File: src/rtl/lamp_monitor.sv
// lamp_monitor
//
// Sequence checker for the one-hot traffic-lamp bus (RED=100, GREEN=010,
// YELLOW=001). It synchronises the bus, follows the RED -> GREEN -> YELLOW
// -> RED order, times every phase and latches the first anomaly as a sticky
// fault with a cause code until clear_fault or reset.
//
// Parameters:
//   DWELL_W    width of the dwell counter (must hold MAX_DWELL+1)
//   MIN_DWELL  shortest legal phase, in clocks
//   MAX_DWELL  longest legal phase, in clocks
//
// Ports:
//   clock        system clock, rising edge
//   reset        asynchronous, active-high
//   light[2:0]   lamp bus from the cyclic controller (asynchronous to us)
//   clear_fault  one-cycle pulse: drop the fault and re-arm in IDLE
//   phase[1:0]   tracked phase: 0=unknown, 1=RED, 2=GREEN, 3=YELLOW
//   fault        sticky fault flag
//   fault_code   first cause: 0=none, 1=illegal pattern, 2=wrong order,
//                3=short dwell, 4=long dwell
//   dwell_last   length of the last legally completed phase
//   cycle_count  completed full lamp cycles (only with the macro below)
//
// Optional feature macro: LAMP_MONITOR_STATS_EN adds the cycle_count port
// and its counter; without it the port is absent and all else is the same.

module lamp_monitor #(
  parameter int DWELL_W   = 28,
  parameter int MIN_DWELL = 190_000_000,
  parameter int MAX_DWELL = 210_000_000
) (
  input  logic               clock,
  input  logic               reset,
  input  logic [2:0]         light,
  input  logic               clear_fault,
  output logic [1:0]         phase,
  output logic               fault,
  output logic [2:0]         fault_code,
  output logic [DWELL_W-1:0] dwell_last
`ifdef LAMP_MONITOR_STATS_EN
  ,
  output logic [15:0]        cycle_count
`endif
);

  localparam logic [2:0] MON_IDLE   = 3'd0;
  localparam logic [2:0] MON_RED    = 3'd1;
  localparam logic [2:0] MON_GREEN  = 3'd2;
  localparam logic [2:0] MON_YELLOW = 3'd3;
  localparam logic [2:0] MON_FAULT  = 3'd4;

  localparam logic [2:0] LAMP_RED    = 3'b100;
  localparam logic [2:0] LAMP_GREEN  = 3'b010;
  localparam logic [2:0] LAMP_YELLOW = 3'b001;

  localparam logic [2:0] CODE_NONE    = 3'd0;
  localparam logic [2:0] CODE_ILLEGAL = 3'd1;
  localparam logic [2:0] CODE_ORDER   = 3'd2;
  localparam logic [2:0] CODE_SHORT   = 3'd3;
  localparam logic [2:0] CODE_LONG    = 3'd4;

  localparam logic [DWELL_W-1:0] DWELL_MIN = DWELL_W'(MIN_DWELL);
  localparam logic [DWELL_W-1:0] DWELL_MAX = DWELL_W'(MAX_DWELL);
  localparam logic [DWELL_W-1:0] DWELL_SAT = '1;

  logic [2:0]         sync1_q;
  logic [2:0]         light_s_q;
  logic [2:0]         light_prev_q;
  logic [DWELL_W-1:0] dwell_q,      dwell_d;
  logic [2:0]         state_q,      state_d;
  logic [1:0]         phase_q,      phase_d;
  logic               fault_q,      fault_d;
  logic [2:0]         code_q,       code_d;
  logic [DWELL_W-1:0] dwell_last_q, dwell_last_d;

  logic               light_change;
  logic               light_onehot;
  logic [2:0]         light_state;
  logic [2:0]         succ_light;
  logic [2:0]         succ_state;
  logic [2:0]         cause;

  // Two-flop synchroniser plus one extra stage remembering the previous
  // synchronised value, so a change is seen exactly once per transition.
  always_ff @(posedge clock or posedge reset) begin
    if (reset) begin
      sync1_q      <= 3'b000;
      light_s_q    <= 3'b000;
      light_prev_q <= 3'b000;
    end else begin
      sync1_q      <= light;
      light_s_q    <= sync1_q;
      light_prev_q <= light_s_q;
    end
  end

  assign light_change = (light_s_q != light_prev_q);

  // Decode the synchronised bus: is it a single lamp, and which phase
  // state would it select.
  always_comb begin
    light_onehot = 1'b1;
    light_state  = MON_IDLE;
    case (light_s_q)
      LAMP_RED:    light_state = MON_RED;
      LAMP_GREEN:  light_state = MON_GREEN;
      LAMP_YELLOW: light_state = MON_YELLOW;
      default:     light_onehot = 1'b0;
    endcase
  end

  // The only lamp value (and matching state) that may legally follow the
  // phase currently being tracked.
  always_comb begin
    succ_light = 3'b000;
    succ_state = MON_IDLE;
    case (state_q)
      MON_RED: begin
        succ_light = LAMP_GREEN;
        succ_state = MON_GREEN;
      end
      MON_GREEN: begin
        succ_light = LAMP_YELLOW;
        succ_state = MON_YELLOW;
      end
      MON_YELLOW: begin
        succ_light = LAMP_RED;
        succ_state = MON_RED;
      end
      default: begin
        succ_light = 3'b000;
        succ_state = MON_IDLE;
      end
    endcase
  end

  // Dwell counter: restarts at 1 on the first cycle of a new value and
  // sticks at all-ones rather than wrapping back into the legal range.
  always_comb begin
    if (light_change) begin
      dwell_d = DWELL_W'(1);
    end else if (dwell_q == DWELL_SAT) begin
      dwell_d = dwell_q;
    end else begin
      dwell_d = dwell_q + DWELL_W'(1);
    end
  end

  // Monitor state machine. Checks on a change are ordered so that an
  // illegal pattern outranks a wrong order, which outranks a short dwell.
  // The long-dwell check fires on the cycle the counter would step past
  // MAX_DWELL. clear_fault overrides everything, including a fault found
  // on the same edge, and leaves dwell_last untouched.
  always_comb begin
    state_d      = state_q;
    code_d       = code_q;
    dwell_last_d = dwell_last_q;
    cause        = CODE_NONE;

    case (state_q)
      MON_IDLE: begin
        if (light_s_q != 3'b000) begin
          if (light_onehot) begin
            state_d = light_state;
          end else begin
            cause = CODE_ILLEGAL;
          end
        end
      end
      MON_RED, MON_GREEN, MON_YELLOW: begin
        if (light_change) begin
          if (!light_onehot) begin
            cause = CODE_ILLEGAL;
          end else if (light_s_q != succ_light) begin
            cause = CODE_ORDER;
          end else if (dwell_q < DWELL_MIN) begin
            cause = CODE_SHORT;
          end else begin
            state_d      = succ_state;
            dwell_last_d = dwell_q;
          end
        end else if (dwell_q >= DWELL_MAX) begin
          cause = CODE_LONG;
        end
      end
      MON_FAULT: begin
        state_d = MON_FAULT;
      end
      default: begin
        state_d = MON_IDLE;
      end
    endcase

    if (cause != CODE_NONE) begin
      state_d = MON_FAULT;
      code_d  = cause;
    end

    if (clear_fault) begin
      state_d      = MON_IDLE;
      code_d       = CODE_NONE;
      dwell_last_d = dwell_last_q;
    end
  end

  // Outputs are registered from the next state so they change on the
  // same edge as the state itself.
  always_comb begin
    fault_d = (state_d == MON_FAULT);
    case (state_d)
      MON_RED:    phase_d = 2'd1;
      MON_GREEN:  phase_d = 2'd2;
      MON_YELLOW: phase_d = 2'd3;
      default:    phase_d = 2'd0;
    endcase
  end

  always_ff @(posedge clock or posedge reset) begin
    if (reset) begin
      dwell_q      <= '0;
      state_q      <= MON_IDLE;
      phase_q      <= 2'd0;
      fault_q      <= 1'b0;
      code_q       <= CODE_NONE;
      dwell_last_q <= '0;
    end else begin
      dwell_q      <= dwell_d;
      state_q      <= state_d;
      phase_q      <= phase_d;
      fault_q      <= fault_d;
      code_q       <= code_d;
      dwell_last_q <= dwell_last_d;
    end
  end

  assign phase      = phase_q;
  assign fault      = fault_q;
  assign fault_code = code_q;
  assign dwell_last = dwell_last_q;

`ifdef LAMP_MONITOR_STATS_EN
  logic [15:0] cycle_q, cycle_d;

  // A YELLOW -> RED step in the next state can only come from a legal
  // transition (clear and faults both leave for other states), so it marks
  // one completed cycle. Only reset clears this counter.
  always_comb begin
    if (state_q == MON_YELLOW && state_d == MON_RED) begin
      cycle_d = cycle_q + 16'd1;
    end else begin
      cycle_d = cycle_q;
    end
  end

  always_ff @(posedge clock or posedge reset) begin
    if (reset) begin
      cycle_q <= 16'd0;
    end else begin
      cycle_q <= cycle_d;
    end
  end

  assign cycle_count = cycle_q;
`endif

endmodule

File: config.mk
export PLATFORM = sky130hd
export DESIGN_NAME = lamp_monitor
export DESIGN_NICKNAME = d
export VERILOG_FILES = /design/src/rtl/lamp_monitor.sv
export SDC_FILE = /design/constraint.sdc
export NUM_CORES = 1
export LEC_CHECK = 0
export CORE_ASPECT_RATIO = 1.4
export CORE_MARGIN = 1
export CORE_UTILIZATION = 40
export DETAILED_ROUTE_END_ITERATION = 10
export GPL_TIMING_DRIVEN = 0
export SLEW_MARGIN = 40
export SYNTH_ARGS = -nofsm -noshare
export SYNTH_HDL_FRONTEND = slang
export SYNTH_SLANG_ARGS = --single-unit
File: constraint.sdc
create_clock -name clock -period 2.9 [get_ports clock]
set_input_delay 0.29 -clock clock [delete_from_list [all_inputs] [get_ports clock]]
set_output_delay 0.29 -clock clock [all_outputs]
set_load 0.01 [all_outputs]
==> results.json <==
{
  "firstDrtPassIters": 5,
  "synth.top_cell.area_share": 0.510,
  "yosys.area.top_type": "dfrtp_1",
  "rsz0062_at_grt": "false",
  "wl_per_cell_um": 15.6,
  "synth-edff-count": 0,
  "setup_viol": 0,
  "cp_common_cell": "buf_6",
  "diodes": 0,
  "period_share": 0.928,
  "fin_nets": 386,
  "syn-num-nets": 336,
  "p_leak_nw": 1.79,
  "synth_most_common_cell": "dfrtp_1",
  "final-hold-violation-count": 0,
  "rows": 40,
  "drt-initial-drc-count": 113,
  "core-area_sq_um": 8710,
  "yosys-top-cells-count": "74 x dfrtp_1, 32 x nor2_1, 20 x xnor2_1",
  "grt_max_degree": 40,
  "required_ps": 3120,
  "cts_root_buf": "clkbuf_16",
  "ys_async_sr_fraction": 1.00,
  "start_kind": "flip-flop",
  "slew_violations": 0,
  "worstHoldPathType": "input port to asynchronous set/reset pin",
  "ioPinCount": 40,
  "synth_ff_type": "dfrtp_1",
  "worstSetupPathType": "flip-flop to flip-flop",
  "finish.utilization": 0.514,
  "cts_max_path_buffers": 2,
  "cpPeakStageDelay_ps": 410,
  "skew_ps": 5.93,
  "crit_chain": "buf_6 > or3b_4 > a2111oi_4 > o2111ai_1 > a21oi_2 > and2b_1 > buf_6 > buf_8 > mux2_1",
  "layout-drive-gt1-share": 0.146,
  "post_cts_resized": 0,
  "grt_pass1_wl_um": 12800,
  "maxCapViolations": 0,
  "drc": 0,
  "placed_area_sq_um": 4170,
  "final_cell_area_sq_um": 4480,
  "cts_buffers": 9,
  "crit_buf_inv": 3,
  "worstMarginPinSlew_ps": 637,
  "max_clock_freq_ghz": 0.372,
  "relSlewSlack": 0.572,
  "cts_htree_levels": 3,
  "crit_arrival_ps": 2910,
  "yosys_warnings": 0,
  "yosys-top-cells-area": "dfrtp_1 51%, xnor2_1 4.8%, mux2_4 4.1%",
  "hold_buffers": 0,
  "outcome": "finished clean",
  "finalWirelength_um": 7610,
  "yosysSeqAreaShare": 0.510,
  "reg2reg_depth": 9,
  "path_depth": 9,
  "syn_avg_cell_area_sq_um": 11.0,
  "total_power_mw": 2.33,
  "via_count": 2619,
  "routabilityCongestion": 0.797,
  "die_area_sq_um": 9470,
  "ant_nets": 0,
  "synthesis.instances": 329,
  "worstPathMaxFanout": 10,
  "clk_pin_slew_ps": 60,
  "viasPerCell": 5.36,
  "cts_tree": "built",
  "cts_setup_buffers": 0,
  "power.density_nw_per_um2": 521,
  "netlist_area_sq_um": 3630,
  "reg2reg_slack_ps": 210,
  "antenna_found_initial": 0,
  "synthDistinctLibCells": 60,
  "fp.dieW_um": 82.5,
  "start_util": 0.417,
  "port_buffers": 38,
  "cts.sinks": 74,
  "peakVddDrop_mv": 0.297,
  "dieHeight_um": 115,
  "overflow": 0,
  "fin_crit_ps": 2690,
  "ys_ff_latch": 74,
  "dpl.hpwl_um": 5190,
  "grt_pass1_vias": 2588,
  "critPathTopFamily": "compound AO/OA/AOI/OAI gates",
  "area_growth_pct": 23.4,
  "slowest_stage": "or3b_4",
  "endpoint_kind": "flip-flop",
  "clkLatencyLatePin_ps": 340,
  "grt_usage": 0.182
}
-- path summary, 6_finish.rpt --
check	end	startpoint
worst max-delay path	dwell_last[7]	light_s_q[2]
worst min-delay path	dwell_last[4]	reset
worst max register to register	dwell_last[7]	light_s_q[2]
worst min register to register	light_s_q[2]	sync1_q[2]
max in group asynchronous	dwell_last[22]	reset
min in group clock	fault	clear_fault
-- layer usage --
metal	up-vias	GRT usage	share of wire
met5	-	0	0
met4	0	0.0839	0.017
met3	9	0.0405	0.034
met2	47	0.299	0.50
met1	1287	0.224	0.45
li1	1276	-	-
-- logic make-up after synthesis --
| logic type | count (synthesis) | share of synthesized area |
|---|---|---|
| and+or+nand+nor | 125 | 0.191 |
| adders and majority gates | 1 | 0.00345 |
| muxes | 30 | 0.102 |
| buffers and inverters | 31 | 0.0462 |
| AOI/OAI and AO/OA | 45 | 0.0917 |
| DFF | 74 | 0.510 |
| xor gates and xnor gates | 23 | 0.0555 |
-- metrics by stage --
step | TNS (ps) | std cells | hold slack, ps | setup WS (ps)
final | 0 | 489 | 309 | 209
after global routing | 0 | 489 | 327 | 109
after CTS | 0 | 489 | 310 | 154
after detailed placement | 0 | 473 | 336 | 174
after global placement | -42040 | 472 | 333 | -572
after floorplan | 0 | 329 | 321 | 485
-- cell usage in the layout (no fill, tap or decap), drive strengths merged, types with 4 or more instances in the layout --
master         instances
mux2                  27
o21ai                 12
inv                    7
nand4                  7
nand3                  9
xnor2                 20
buf                   11
nor4                  11
clkdlybuf4s50         38
nor3                  15
or3                    9
clkbuf                25
nand2b                 4
nand2                 19
nor2                  32
dfrtp                 74
a211oi                 5
a21oi                 11
-- flip-flops by register name, summed over array words and instances, names as in the netlist --
signal        flops
dwell_q          28
light_prev_q      3
sync1_q           3
fault_code        3
dwell_last       28
fault             1
phase             2
light_s_q         3
state_q           3
-- area by class of cell --
| type | instances | area (sq um) |
|---|---|---|
| Fill cell | 810 | 4230 |
| Sequential cell | 74 | 1850 |
| Multi-Input combinational cell | 224 | 1620 |
| Timing Repair Buffer | 39 | 400 |
| Clock buffer | 11 | 253 |
| Buffer | 24 | 141 |
| Tap cell | 105 | 131 |
| Clock inverter | 5 | 52.6 |
| Inverter | 7 | 31.3 |
-- power breakdown --
group | total, mW | switching (mW) | internal [mW]
Sequential | 1.06 | 0.0112 | 1.05
Clock | 1.12 | 0.414 | 0.707
Combinational | 0.148 | 0.0894 | 0.0589
Power figures use the tool's default switching activity.
